[src/rtl/config_loader_if.sv]
// config_loader_if: byte-serial bitstream handshake into the configuration loader.
//   in_data  : bitstream byte (master -> slave)
//   in_valid : in_data valid (master -> slave)
//   in_ready : loader can accept a byte (slave -> master)
// A byte transfers on a rising edge where in_valid && in_ready.
interface config_loader_if;
   logic [7:0] in_data;
   logic       in_valid;
   logic       in_ready;

   modport master (output in_data, output in_valid, input in_ready);
   modport slave  (input in_data, input in_valid, output in_ready);
endinterface

[src/rtl/config_loader.sv]
// config_loader: owns the fabric configuration bus. It takes a byte-serial bitstream
// (16-bit record count, then count x {addr[31:0], data[31:0]}, all LSB first), and drives
// each record on the broadcast bus for HOLD_CYCLES cycles, followed by one null cycle.
//   i_clk           : fabric clock
//   i_reset         : synchronous, active-low reset
//   i_start         : begin a bitstream load (honoured only in IDLE or DONE)
//   s_in            : bitstream byte handshake (slave side)
//   o_config_addr   : broadcast address, IDLE_ADDR whenever no write is in progress
//   o_config_data   : broadcast data, zero whenever no write is in progress
//   o_busy          : high in every state except IDLE and DONE
//   o_done          : high in DONE
//   o_writes_issued : records broadcast since the last start
module config_loader #(
   parameter int unsigned HOLD_CYCLES = 1,
   parameter logic [31:0] IDLE_ADDR   = 32'h0000_0000
) (
   input  logic                  i_clk,
   input  logic                  i_reset,
   input  logic                  i_start,
   config_loader_if.slave        s_in,
   output logic [31:0]           o_config_addr,
   output logic [31:0]           o_config_data,
   output logic                  o_busy,
   output logic                  o_done,
   output logic [15:0]           o_writes_issued
);

   typedef enum logic [2:0] {
      StIdle, StHdr, StAddr, StData, StIssue, StGap, StDone
   } state_e;

   localparam logic [3:0] HoldInit = 4'(HOLD_CYCLES - 1);

   state_e      r_state;
   logic        r_hdr_cnt;
   logic [1:0]  r_byte_cnt;
   logic [3:0]  r_hold_cnt;
   logic [15:0] r_count;
   logic [31:0] r_addr;
   logic [31:0] r_data;
   logic [15:0] r_writes;
   logic        r_ready;
   logic        r_busy;
   logic        r_done;
   logic [31:0] r_cfg_addr;
   logic [31:0] r_cfg_data;

   logic        w_accept;
   logic [15:0] w_count_next;
   logic [31:0] w_data_next;
   logic [15:0] w_writes_inc;

   // r_ready is only ever set in HDR/ADDR/DATA, so it doubles as the accept qualifier.
   assign w_accept     = s_in.in_valid && r_ready;
   // LSB-first assembly: each new byte enters at the top and shifts down.
   assign w_count_next = {s_in.in_data, r_count[15:8]};
   assign w_data_next  = {s_in.in_data, r_data[31:8]};
   assign w_writes_inc = r_writes + 16'd1;

   always_ff @(posedge i_clk) begin
      if (!i_reset) begin
         r_state    <= StIdle;
         r_hdr_cnt  <= 1'b0;
         r_byte_cnt <= 2'd0;
         r_hold_cnt <= 4'd0;
         r_count    <= 16'd0;
         r_addr     <= 32'd0;
         r_data     <= 32'd0;
         r_writes   <= 16'd0;
         r_ready    <= 1'b0;
         r_busy     <= 1'b0;
         r_done     <= 1'b0;
         r_cfg_addr <= IDLE_ADDR;
         r_cfg_data <= 32'd0;
      end else begin
         // Outputs are registered and updated together with the state they belong to.
         unique case (r_state)
            StIdle, StDone: begin
               if (i_start) begin
                  r_state  <= StHdr;
                  r_writes <= 16'd0;
                  r_ready  <= 1'b1;
                  r_busy   <= 1'b1;
                  r_done   <= 1'b0;
               end
            end
            StHdr: begin
               if (w_accept) begin
                  r_count   <= w_count_next;
                  r_hdr_cnt <= ~r_hdr_cnt;
                  if (r_hdr_cnt) begin
                     if (w_count_next == 16'd0) begin
                        r_state <= StDone;
                        r_ready <= 1'b0;
                        r_busy  <= 1'b0;
                        r_done  <= 1'b1;
                     end else begin
                        r_state <= StAddr;
                     end
                  end
               end
            end
            StAddr: begin
               if (w_accept) begin
                  r_addr     <= {s_in.in_data, r_addr[31:8]};
                  r_byte_cnt <= r_byte_cnt + 2'd1;
                  if (r_byte_cnt == 2'd3) begin
                     r_state <= StData;
                  end
               end
            end
            StData: begin
               if (w_accept) begin
                  r_data     <= w_data_next;
                  r_byte_cnt <= r_byte_cnt + 2'd1;
                  if (r_byte_cnt == 2'd3) begin
                     r_state    <= StIssue;
                     r_ready    <= 1'b0;
                     r_hold_cnt <= HoldInit;
                     r_cfg_addr <= r_addr;
                     r_cfg_data <= w_data_next;
                  end
               end
            end
            StIssue: begin
               if (r_hold_cnt == 4'd0) begin
                  r_state    <= StGap;
                  r_cfg_addr <= IDLE_ADDR;
                  r_cfg_data <= 32'd0;
               end else begin
                  r_hold_cnt <= r_hold_cnt - 4'd1;
               end
            end
            StGap: begin
               r_writes <= w_writes_inc;
               if (w_writes_inc == r_count) begin
                  r_state <= StDone;
                  r_busy  <= 1'b0;
                  r_done  <= 1'b1;
               end else begin
                  r_state <= StAddr;
                  r_ready <= 1'b1;
               end
            end
            default: begin
               r_state    <= StIdle;
               r_ready    <= 1'b0;
               r_busy     <= 1'b0;
               r_done     <= 1'b0;
               r_cfg_addr <= IDLE_ADDR;
               r_cfg_data <= 32'd0;
            end
         endcase
      end
   end

   assign s_in.in_ready   = r_ready;
   assign o_config_addr   = r_cfg_addr;
   assign o_config_data   = r_cfg_data;
   assign o_busy          = r_busy;
   assign o_done          = r_done;
   assign o_writes_issued = r_writes;

endmodule

[src/flat_wrapper.sv]
// flat-port wrapper written by rule: the top's interface ports become plain ports
module config_loader_flat 
#(
   parameter int unsigned HOLD_CYCLES = 1,
   parameter logic [31:0] IDLE_ADDR   = 32'h0000_0000
)
  (i_clk, i_reset, i_start, o_config_addr, o_config_data, o_busy, o_done, o_writes_issued, s_in_in_data, s_in_in_valid, s_in_in_ready);
  config_loader_if s_in_i ();
  input  logic i_clk;
  input  logic i_reset;
  input  logic i_start;
  output logic [31:0] o_config_addr;
  output logic [31:0] o_config_data;
  output logic o_busy;
  output logic o_done;
  output logic [15:0] o_writes_issued;
  input wire logic [$bits(s_in_i.in_data)-1:0] s_in_in_data;
  input wire logic [$bits(s_in_i.in_valid)-1:0] s_in_in_valid;
  output wire logic [$bits(s_in_i.in_ready)-1:0] s_in_in_ready;
  assign s_in_i.in_data = s_in_in_data;
  assign s_in_i.in_valid = s_in_in_valid;
  assign s_in_in_ready = s_in_i.in_ready;
  config_loader #(.HOLD_CYCLES(HOLD_CYCLES), .IDLE_ADDR(IDLE_ADDR)) u_core (.i_clk(i_clk), .i_reset(i_reset), .i_start(i_start), .s_in(s_in_i), .o_config_addr(o_config_addr), .o_config_data(o_config_data), .o_busy(o_busy), .o_done(o_done), .o_writes_issued(o_writes_issued));
endmodule
[config.mk]
export PLATFORM = sky130hd
export DESIGN_NAME = config_loader_flat
export DESIGN_NICKNAME = d
export VERILOG_FILES = /design/src/rtl/config_loader_if.sv /design/src/rtl/config_loader.sv /design/src/flat_wrapper.sv
export SDC_FILE = /design/constraint.sdc
export NUM_CORES = 1
export LEC_CHECK = 0
export ABC_AREA = 0
export CAP_MARGIN = 25
export CORE_AREA = 4 4 126 128
export CTS_CLUSTER_DIAMETER = 150
export DETAILED_ROUTE_END_ITERATION = 6
export DIE_AREA = 0 0 130 132
export PLACE_DENSITY_LB_ADDON = 0.25
export SETUP_SLACK_MARGIN = 0.2
export SYNTH_ARGS = -nofsm -noshare
export SYNTH_HDL_FRONTEND = slang
export SYNTH_SLANG_ARGS = --single-unit
[constraint.sdc]
create_clock -name i_clk -period 3.4 [get_ports i_clk]
set_clock_uncertainty 0.1 [all_clocks]
set_input_delay 0.68 -clock i_clk [delete_from_list [all_inputs] [get_ports i_clk]]
set_output_delay 0.68 -clock i_clk [all_outputs]
set_load 0.1 [all_outputs]
== Word level (Yosys, flattened, before mapping) ==
Index checks and enable logic that the tools add are counted.
Cells by class
  add/sub/neg operators: 3
  equal/unequal tests: 20
  multiplexer cells: 40
  bitwise operators: 4
  reduce and logical (&&, ||, !) cells: 21
Operators with widths (count)
  case mux 32 bit (3 select lines): 2
  two-way mux 32 bit: 5
  case mux 16 bit (2 select lines): 1
  two-way mux 3 bit: 10
  != test 2 x 1 -> 1 bit, second input constant: 9
  case mux 3 bit (6 select lines): 1
  adder 16 x 1 -> 16 bit, second input constant: 1
  == test 16 bit: 1
  zero test 16 bit: 1
  two-way mux 16 bit: 1
  AND reduction 8 bit: 2
  two-way mux 1 bit: 13
  two-way mux 4 bit: 3
  AND reduction 2 bit: 5
  == test 3 bit, second input constant: 3
  case mux 1 bit (4 select lines): 2
  case mux 4 bit (2 select lines): 1
  AND reduction 4 bit: 2
  == test 3 x 2 -> 1 bit, second input constant: 2
  != test 2 bit, second input constant: 3
  AND reduction 6 bit: 1
  OR reduction 2 bit: 3
  case mux 1 bit (5 select lines): 1
  OR reduction 5 bit: 1
  other kinds (10): 14
Word-level totals
  register bits after elaboration: 173
  input port bits: 12
  output and inout bits: 83
  word-level logic and storage cells: 101

== Longest topological paths before layout ==
Gate-level depths: netlist of run 1.
  word-level depth: 5
  depth in mapped cells: 9
  mapped depth without buffers: 8

== Least setup slack after synthesis of run 1 ==
OpenSTA, ideal clock, no wires.
  path kind: reg2reg
  start point: register u_core.r_writes[0] (netlist: u_core.o_writes_issued[0])
  end point: register u_core.r_busy (netlist: u_core.o_busy)
  setup time: 0.132 ns
  arrival time: 2.934 ns
  data required time: 3.168 ns
  slack: 0.234 ns
  stages on the path, launching flop included: 9
  buffers on the path: 1
  clock period less this slack: 3.166 ns
  cell sequence: dfxtp_1 > ha_1 > buf_4 > nand3_4 > or4_4 > a2111oi_2 > o2111ai_1 > o21ai_0 > a21oi_1
Between the ends
  cells in the longest elaborated chain, start to end: 4
RTL lines
  start, declared: RTL line config_loader.sv:41  | logic [15:0] r_writes;
  start signal, assigned: RTL line config_loader.sv:135  | r_writes <= w_writes_inc;
  adder 16 x 1 -> 16 bit: RTL line config_loader.sv:58  | assign w_writes_inc = r_writes + 16'd1;
  == test 16 bit: RTL line config_loader.sv:136  | if (w_writes_inc == r_count) begin
  != test 2 x 1 -> 1 bit (no line)
  AND reduction 6 bit (no line)
  end signal, assigned: RTL line config_loader.sv:71  | r_busy <= 1'b0;
  end signal, assigned: RTL line config_loader.sv:138  | r_busy <= 1'b0;
  end signal, assigned: RTL line config_loader.sv:148  | r_busy <= 1'b0;
  end, declared: RTL line config_loader.sv:43  | logic r_busy;
No other way between the ends.
A chain may end at the register's enable or synchronous reset.

== Worst setup path after layout of run 1 ==
  start point: register u_core.r_writes[2] (netlist: u_core.o_writes_issued[2])
  end point: register u_core.r_ready (netlist: u_core.s_in.in_ready)
Between the ends
  cells in the longest elaborated chain, start to end: 4
RTL lines
  adder 16 x 1 -> 16 bit: RTL line config_loader.sv:58
  == test 16 bit: RTL line config_loader.sv:136
  != test 2 bit (no line)
  AND reduction 8 bit (no line)
  end signal, assigned: RTL line config_loader.sv:70  | r_ready <= 1'b0;
  end signal, assigned: RTL line config_loader.sv:142  | r_ready <= 1'b1;
  end signal, assigned: RTL line config_loader.sv:147  | r_ready <= 1'b0;
  end, declared: RTL line config_loader.sv:42  | logic r_ready;
No other way between the ends.

==> results of run 1 <==
worst paths after layout:
path,slack [ns],start,endpoint
setup / recovery,0.66,u_core.o_writes_issued[2],u_core.s_in.in_ready
hold / removal,0.35,u_core.o_config_addr[7],u_core.o_config_addr[7]
setup reg to reg,0.66,u_core.o_writes_issued[2],u_core.s_in.in_ready
hold reg to reg,0.35,u_core.o_config_addr[7],u_core.o_config_addr[7]
layer usage:
layer	part of all wire [%]	global-route usage, %	wire, um	up-vias
met5	0	0	0	-
met1	50	31.0	8930	2979
met3	5.2	5.23	934	14
li1	-	-	-	3222
met2	44	30.4	7950	141
met4	0.82	4.68	148	0
cell families (layout without fill, tap and decap cells):
kind of cell,count (synthesis),in the layout
compound gates,211,211
xor+xnor,24,24
fa+ha+maj,4,4
buf+inv,80,155
flops,165,165
mux,3,3
simple gates,421,421
cell usage in the layout (no fill, tap or decap), types with 3 or more instances in the layout:
master	instances
sky130_fd_sc_hd__nand4b_1	3
sky130_fd_sc_hd__nor2_1	23
sky130_fd_sc_hd__clkbuf_16	17
sky130_fd_sc_hd__a21boi_0	97
sky130_fd_sc_hd__and4_1	3
sky130_fd_sc_hd__buf_4	103
sky130_fd_sc_hd__and3_1	6
sky130_fd_sc_hd__a22oi_1	5
sky130_fd_sc_hd__and2_1	6
sky130_fd_sc_hd__o21a_1	3
sky130_fd_sc_hd__ha_1	4
sky130_fd_sc_hd__nand4_1	9
sky130_fd_sc_hd__nor4_1	9
sky130_fd_sc_hd__bufinv_16	4
sky130_fd_sc_hd__inv_1	6
sky130_fd_sc_hd__nor3_1	12
sky130_fd_sc_hd__dfxtp_1	165
sky130_fd_sc_hd__nor2b_1	14
sky130_fd_sc_hd__clkdlybuf4s50_1	10
sky130_fd_sc_hd__a21oi_1	56
sky130_fd_sc_hd__o21ai_0	24
sky130_fd_sc_hd__clkbuf_8	3
sky130_fd_sc_hd__xor2_1	13
sky130_fd_sc_hd__a211oi_1	5
sky130_fd_sc_hd__nand3_1	74
sky130_fd_sc_hd__a31oi_1	4
sky130_fd_sc_hd__xnor2_1	11
sky130_fd_sc_hd__nand2_1	243
cell usage after synthesis (2+ instances only):
| cell type | count | area share, % |
|---|---|---|
| sky130_fd_sc_hd__and3_1 | 6 | 0.52 |
| sky130_fd_sc_hd__nand3b_1 | 2 | 0.21 |
| sky130_fd_sc_hd__o21ai_0 | 24 | 1.7 |
| sky130_fd_sc_hd__nor2b_1 | 15 | 1.3 |
| sky130_fd_sc_hd__nand3_1 | 74 | 5.1 |
| sky130_fd_sc_hd__clkbuf_1 | 54 | 2.8 |
| sky130_fd_sc_hd__o21a_1 | 3 | 0.31 |
| sky130_fd_sc_hd__a21oi_1 | 56 | 3.9 |
| sky130_fd_sc_hd__xor2_1 | 13 | 1.6 |
| sky130_fd_sc_hd__buf_4 | 4 | 0.41 |
| sky130_fd_sc_hd__a31oi_1 | 4 | 0.34 |
| sky130_fd_sc_hd__nand2_1 | 243 | 13 |
| sky130_fd_sc_hd__o31ai_1 | 2 | 0.21 |
| sky130_fd_sc_hd__nand4_1 | 9 | 0.78 |
| sky130_fd_sc_hd__a221oi_1 | 2 | 0.24 |
| sky130_fd_sc_hd__xnor2_1 | 11 | 1.3 |
| sky130_fd_sc_hd__nand2b_1 | 3 | 0.26 |
| sky130_fd_sc_hd__nor3_1 | 13 | 0.90 |
| sky130_fd_sc_hd__and2_1 | 6 | 0.52 |
| sky130_fd_sc_hd__a22oi_1 | 5 | 0.52 |
| sky130_fd_sc_hd__inv_1 | 6 | 0.31 |
| sky130_fd_sc_hd__a21boi_0 | 97 | 10 |
| sky130_fd_sc_hd__o32ai_1 | 2 | 0.24 |
| sky130_fd_sc_hd__dfxtp_1 | 165 | 45 |
| sky130_fd_sc_hd__nand4b_1 | 3 | 0.36 |
| sky130_fd_sc_hd__ha_1 | 4 | 0.69 |
| sky130_fd_sc_hd__nor2_1 | 25 | 1.3 |
| sky130_fd_sc_hd__and4_1 | 3 | 0.36 |
| sky130_fd_sc_hd__nor3b_1 | 2 | 0.21 |
| sky130_fd_sc_hd__or2_2 | 2 | 0.17 |
| sky130_fd_sc_hd__buf_2 | 12 | 0.83 |
| sky130_fd_sc_hd__nor4_1 | 9 | 0.78 |
| sky130_fd_sc_hd__mux2i_1 | 2 | 0.28 |
| sky130_fd_sc_hd__nand3_4 | 2 | 0.48 |
| sky130_fd_sc_hd__a211oi_1 | 5 | 0.52 |
report_power, final:
part	switching (mW)	internal (mW)	total (mW)
sequential	0.0411	1.96	2.00
combinational	0.263	0.123	0.385
clock	0.775	1.29	2.07
total	1.08	3.37	4.45
registers in the layout (all words and copies together) (netlist names), 2 cells and up:
register                cells
u_core.r_state              3
u_core.r_hold_cnt           4
u_core.r_addr              32
u_core.r_data              24
u_core.r_byte_cnt           2
u_core.o_writes_issued     16
u_core.o_config_data       32
u_core.o_config_addr       32
u_core.r_count             16
worst reg2reg max path, stage by stage, from the launching register on:
cell	delay (ns)
sky130_fd_sc_hd__dfxtp_1	0.66
sky130_fd_sc_hd__nand4_4	0.24
sky130_fd_sc_hd__nor4_1	0.34
sky130_fd_sc_hd__mux2_2	0.38
sky130_fd_sc_hd__a2111oi_2	0.27
sky130_fd_sc_hd__o2111ai_1	0.30
sky130_fd_sc_hd__o21ai_0	0.25
sky130_fd_sc_hd__a21boi_1	0.09
metrics by stage:
stage	total power, mW	std cells
4_1_cts	4.49	1171
6_report	4.45	1171
5_1_grt	4.61	1171
2_1_floorplan	2.31	908
3_5_place_dp	2.42	1139
3_3_place_gp	2.42	1139
final cells by class:
type | instances | area [um2]
clock buffers | 22 | 474
clock inverters | 10 | 168
multi-input cells | 663 | 3650
inverters | 7 | 26.3
repair buffers | 116 | 918
flip-flops and latches | 165 | 3300
fillers | 1330 | 6090
well taps | 188 | 235
==> results.txt, run 1 <==
- Detail Route Antenna Nets: 0
- From synthesis to final layout, the design area changed by 20.8%.
- The tree built by TritonCTS fans out to about 170 sinks.
- For this design, the CTS-stage hold fixing added 0 buffers.
* Count of max-cap constraint violations: 0
* Sequential area share after synthesis: 45.5%
- Register clock-pin slew on the reported worst setup and hold paths: 0.06 ns
* Max incr delay on CP: 0.66 ns
* Minimum clock period: 2.74 ns
- Synthesis produced 908 cells.
* Classification of the worst setup path: reg2reg
- The critical path contains buffers and inverters numbering 0 combined.
- For this design the ratio of total power to cell area is 508 nW/um2.
* Final setup violation count: 0
* CTS tree: built
- Largest delay share family, worst path: compound AO/OA/AOI/OAI gates
- The synthesized netlist devotes about a fifth of its cell area to compound gates.
* Synthesized cell area: 7260 um2
- Static timing analysis puts the maximum clock frequency at 365 MHz.
- Wires add up to 18,000 um.
* Resized Gates After CTS: 0
- Via count of the first global-routing pass: around 5.8k
- For this configuration, the core starts out at a cell density of 48.9%.
* Avg Synthesized Cell Area: 8.00 um2
- The synthesized design contains 0 enable-type register cells.
* Final net count: 986
* Die span in y: 132 um
- Type of the worst min-delay path: reg2reg
- The congestion estimate from routability-driven global placement came to 0.887.
- Number of buffers inserted by port buffering: 94
* DPL Wire Length: 11,900 um
* Fraction of the cycle the final worst path needs: 80.5%
- Most used flip-flop cell after synthesis: sky130_fd_sc_hd__dfxtp_1
* Detail-routed net length per standard cell: 15.3 um
- Number of cells on the worst hold path: 2
* Synth Register Bits: about 170
* Required time of the worst setup path: between 3 and 4 ns
- Status: complete, no violations
* Via count of the routed design: 6,356
- The clock passes through at most 2 buffers.
* Number of synthesis warnings: 0
* Global-route wire length before repair: roughly 30,000 um
- For the pin with the worst max-slew slack, the measured transition is 0.760 ns.
* Worst-path cell chain: nand4_4 -> nor4_1 -> mux2_2 -> a2111oi_2 -> o2111ai_1 -> o21ai_0 -> a21boi_1
- Multiplexer fraction of the synthesized cell area: less than 1%
* Detail-routed via count per cell: 5.43
- The count of final max-slew check failures was 0.
- In this run the worst path has a maximum fanout of 13.
- The count of final hold-check violations was 0.
- Across the VDD grid, the largest voltage drop is roughly 0.0004 V.
- TritonCTS Buffers: 17
- When the netlist entered floorplanning its net count stood at 924.
- STA puts the critical path data arrival time at around 3.0 ns.
- Once the clock tree was built, the setup fixing pass inserted 0 buffers.
- Counting distinct cell types in the post-synthesis netlist gives 55.
- Antenna diode count: 0
- The worst setup path is launched from a flip-flop.
- In this run the clock root is driven by a sky130_fd_sc_hd__clkbuf_16.
- Core Util, Final: roughly 59%
- In this run the count of I/O pins placed on the die edge is 95.
- Iteration-0 DRC Markers: 481
- Sort of element at the end of the critical path: flip-flop
* Clock network latency to the later pin of the worst-skew pair: 0.42 ns
- Fin worst setup slack: 0.663 ns
- Entering global routing, the biggest net connects 65 pins.
* Critical Path Slowest Stage Cell: sky130_fd_sc_hd__dfxtp_1
- In the final layout, the share of cells above drive strength 1 is approximately 15%.
* Total overflow reported by the global router: 0
- H-Tree Depth: 4
- The tightest hold path in the finished design has a slack of 0.355 ns.
- Once layout is done, the placed cells without fillers occupy 8770 um2.
- The first detailed-routing pass took 5 iterations.
- The worst pin sits at a relative slew slack of between 40% and 50%.
* Fin Setup TNS: 0 ns
- In this run the horizontal extent of the chip is 130 um.
* Setup repair after global routing missed its margin: no
- The die covers 17,200 um2.
- The critical path runs through a total of 7 cells.
- Cell area after placement: 8130 um2
* Register-to-Register Path Depth: 7
- After floorplanning, the core was sized to cover 14,900 um2.
- Leakage power of the design: 3.12 nW
- Initial antenna violation count: 0
- In this run the core area contains 45 standard-cell rows.
- After synthesis, the largest family of logic cells by area is simple AND/OR/NAND/NOR gates.
- For this run, design rule violations remaining after detail routing come to 0.
- Share of the synthesized netlist area taken by xor and xnor gates: under 10%
* Post-synthesis adder-cell area fraction: 0.689%
- Overall routing resource usage: 20.9%
- At the placement stage, the worst setup path has a slack of 0.579 ns.
- Of all flip-flops after synthesis, the portion carrying an async set or reset was 0%.
* Fraction of the mapped netlist area in simple logic gates: 26.5%
Note: power is estimated with default switching activity, not from simulation.
==> run 2, diff against run 1 <==
- clock period: 3.4 -> 2.65 ns (I/O delays scaled with it)
==> run 2 against run 1 <==
Register-to-register slack got worse by 0.34 ns. First-iteration DRC count increased by 5.8%. Core utilization is 1.5 points higher. Worst setup slack got worse by 0.34 ns. Largest cell class unchanged. Largest power group is now registers.
==> results.txt, run 2 (synthesis gave the netlist of run 1 again) <==
* Status: complete, no violations
- The maximum clock path buffer count came to 2 (unchanged).
- The worst setup path is captured at a flip-flop.
- Clock network latency to the later pin of the worst-skew pair: 0.42 ns (about the same)
* Initial antenna violation count: 0 (unchanged)
- Worst slack on hold paths: 0.354 ns (-0.000752 ns)
- The critical path goes through nand3_4 -> nor4_4 -> mux2_2 -> a2111oi_2 -> o2111ai_2 -> a21oi_1 -> o21a_1.
- Total power: 5.66 mW (+27%)
- The number of DRC markers in iteration 0 is 509 (+5.8%).
* Detail-routed net length per standard cell: 15.2 um (-0.85%)
- Relative slew slack: 65.5% (+16 points)
- Final weighted congestion in routability-driven placement: 0.911 (+2.6%)
- The data arrival at the endpoint of the critical path was 2.59 ns (-0.36 ns).
- The number of placed instances, taps included came to 1,155 (+1.4%).
- The first-pass GRT wire length is 30,100 um (+2.5%).
* DPL Wire Length: 12,200 um (+2.5%)
* Leakage power of the design: 3.20 nW (+2.8%)
* Core Util, Final: 60.5% (+1.5 points)
- Total overflow reported by the global router: 0 (unchanged)
* Via count of the first global-routing pass: 5,860 (+1.9%)
* Final wirelength: 18,100 um (+0.50%)
- Maximum vdd ir drop: 0.000502 V (+25%)
- CTS tree: built
- Fraction of final layout cells sized beyond drive strength 1: 19.0% (+3.6 points)
- Count of max-cap constraint violations: 0 (unchanged)
- Leaving out fill and tap cells, the most frequent cells in the layout are sky130_fd_sc_hd__nand2_1, sky130_fd_sc_hd__dfxtp_1, sky130_fd_sc_hd__buf_4, sky130_fd_sc_hd__a21boi_0, sky130_fd_sc_hd__nand3_1.
- The post-CTS setup buffer count is 0 (unchanged).
* Hold path start: u_core.o_config_data[25]
* Classification of the worst setup path: reg2reg
* Register clock-pin slew on the reported worst setup and hold paths: 0.06 ns (about the same)
- Die span in y: 132 um (unchanged)
- The die boundary width came to 130 um (unchanged).
- DRT Pass-1 Iters: 5 (unchanged)
* Number of buffers inserted by port buffering: 94 (unchanged)
- The final critical-path required period is 2.33 ns (-0.410 ns).
- The number of antenna repair diodes was 0 (unchanged).
- The worst setup path is launched from a flip-flop.
- Setup repair after global routing missed its margin: no
- Largest delay share family, worst path: compound AO/OA/AOI/OAI gates
* Post-route insts no fill: 1,187 (+1.4%)
- The count of final max-slew check failures was 0 (unchanged).
- Endpoint of the worst-slack reg-to-reg timing path: u_core.o_done
- The final net count was 1,002 (+1.6%).
- Crit-path max FO: 8 (-5)
- Fin Setup TNS: 0 ns (unchanged)
- The worst register-to-register path begins at u_core.o_writes_issued[6].
- The required time at the endpoint of the critical path is 2.92 ns (-0.69 ns).
- Via count of the routed design: 6,516 (+2.5%)
* Fin worst setup slack: 0.323 ns (-0.340 ns)
- Largest net degree at the start of global routing: 55 (-15%)
* Initial standard-cell utilization of the core: 48.9% (unchanged)
- Buffering stage count on the worst path with inverters included: 0 (unchanged)
* Site Rows: 45 (unchanged)
- Top-level I/O count: 95 (unchanged)
* Area of the die: 17,200 um2 (unchanged)
- The CTS sink count came to 165 (unchanged).
- Cell area after placement: 8340 um2 (+2.6%)
- Library cell used as clock root buffer: sky130_fd_sc_hd__clkbuf_16
- The number of cell instances on the worst register-to-register path was 7 (unchanged).
- The global routing usage summed across all routing layers was 21.3% (+0.47 points).
- For this design, the slowest cell found on the critical path is sky130_fd_sc_hd__dfxtp_4.
- The clock buffer count from CTS was 17 (unchanged).
- Type of the worst min-delay path: reg2reg
- Layout Cell Area excl Fill: 8990 um2 (+2.5%)
* Slack of the worst reg-to-reg path: 0.32 ns (-0.34 ns)
* Final hold violation count: 0 (unchanged)
- Number of cells on the worst hold path: 2 (unchanged)
* Remaining routing DRC violations: 0 (unchanged)
- Final setup violation count: 0 (unchanged)
- Highest clock frequency the design can meet: 430 MHz (+18%)
* Detail-routed via count per cell: 5.49 (+1.1%)
* Area of the core: 14,900 um2 (unchanged)
- The path with the worst hold slack has its endpoint at u_core.o_config_data[25].
- Detail Route Antenna Nets: 0 (unchanged)
- Place WS: -0.0537 ns (-0.633 ns)
* Power density relative to cell area: 629 nW/um2 (+24%)
- The number of H-tree levels is 4 (unchanged).
- Area growth syn-to-layout: 23.8%
- The largest stage delay on the critical path was 0.41 ns (-0.25 ns).
- The worst-margin pin slew came to 0.514 ns (-0.246 ns).
- Most common library cell in the layout ignoring fill and taps: sky130_fd_sc_hd__nand2_1
- The part of the cycle the worst path needs came to 87.8% (+7.3 points).
run 2: changes by cell type in the layout (fill, tap and decap cells not counted), sizes merged:
| cell | delta |
|---|---|
| inv | -1 |
| clkbuf | -1 |
| clkinvlp | +2 |
| bufinv | -1 |
| clkinv | +1 |
| buf | +16 |
run 2: worst register-to-register path: stages, from the launching register on:
cell and delay [ns]:
sky130_fd_sc_hd__dfxtp_4 0.41, sky130_fd_sc_hd__nand3_4 0.16, sky130_fd_sc_hd__nor4_4 0.34, sky130_fd_sc_hd__mux2_2 0.38, sky130_fd_sc_hd__a2111oi_2 0.31, sky130_fd_sc_hd__o2111ai_2 0.23
sky130_fd_sc_hd__a21oi_1 0.24, sky130_fd_sc_hd__o21a_1 0.12
run 2: per-layer routing:
metal  vias up  wire length (um)  global-route usage [%]
li1       3251                 -                       -
met4         0               282                    6.47
met5         -                 0                       0
met3        25              1130                    4.90
met2       178              7770                    30.8
met1      3062              8870                    31.6
run 2: report_power, final:
part	switching, mW	internal, mW	total (mW)
Combinational	0.349	0.203	0.551
Clock	0.991	1.56	2.55
Sequential	0.0555	2.50	2.55
Total	1.39	4.26	5.66
run 2: final cells by class:
cell class,instances,area [um2]
fillers,1351,5870
well taps,188,235
multi-input cells,663,3690
clock inverters,11,149
inverters,7,26.3
clock buffers,21,470
repair buffers,132,1060
flip-flops and latches,165,3350
run 2: worst max path at each step:
stage | cells after the start | start | slack, ns | to
final | 7 | u_core.o_writes_issued[6] | 0.32 | u_core.o_done
after global placement | 8 | s_in_in_data[4] | -0.07 | u_core.s_in.in_ready
after floorplan | 8 | u_core.o_writes_issued[12] | 0.17 | u_core.o_busy
after global routing | 7 | u_core.o_writes_issued[4] | 0.20 | u_core.r_state[2]
after CTS | 7 | u_core.o_writes_issued[4] | 0.28 | u_core.o_busy
after detailed placement | 8 | s_in_in_data[5] | -0.05 | u_core.s_in.in_ready
run 2: what timing repair did:
item | CTS | global route
hold buffers | 0 | 0
setup endpoints to repair | 0 | 4
resized for setup | 0 | 6
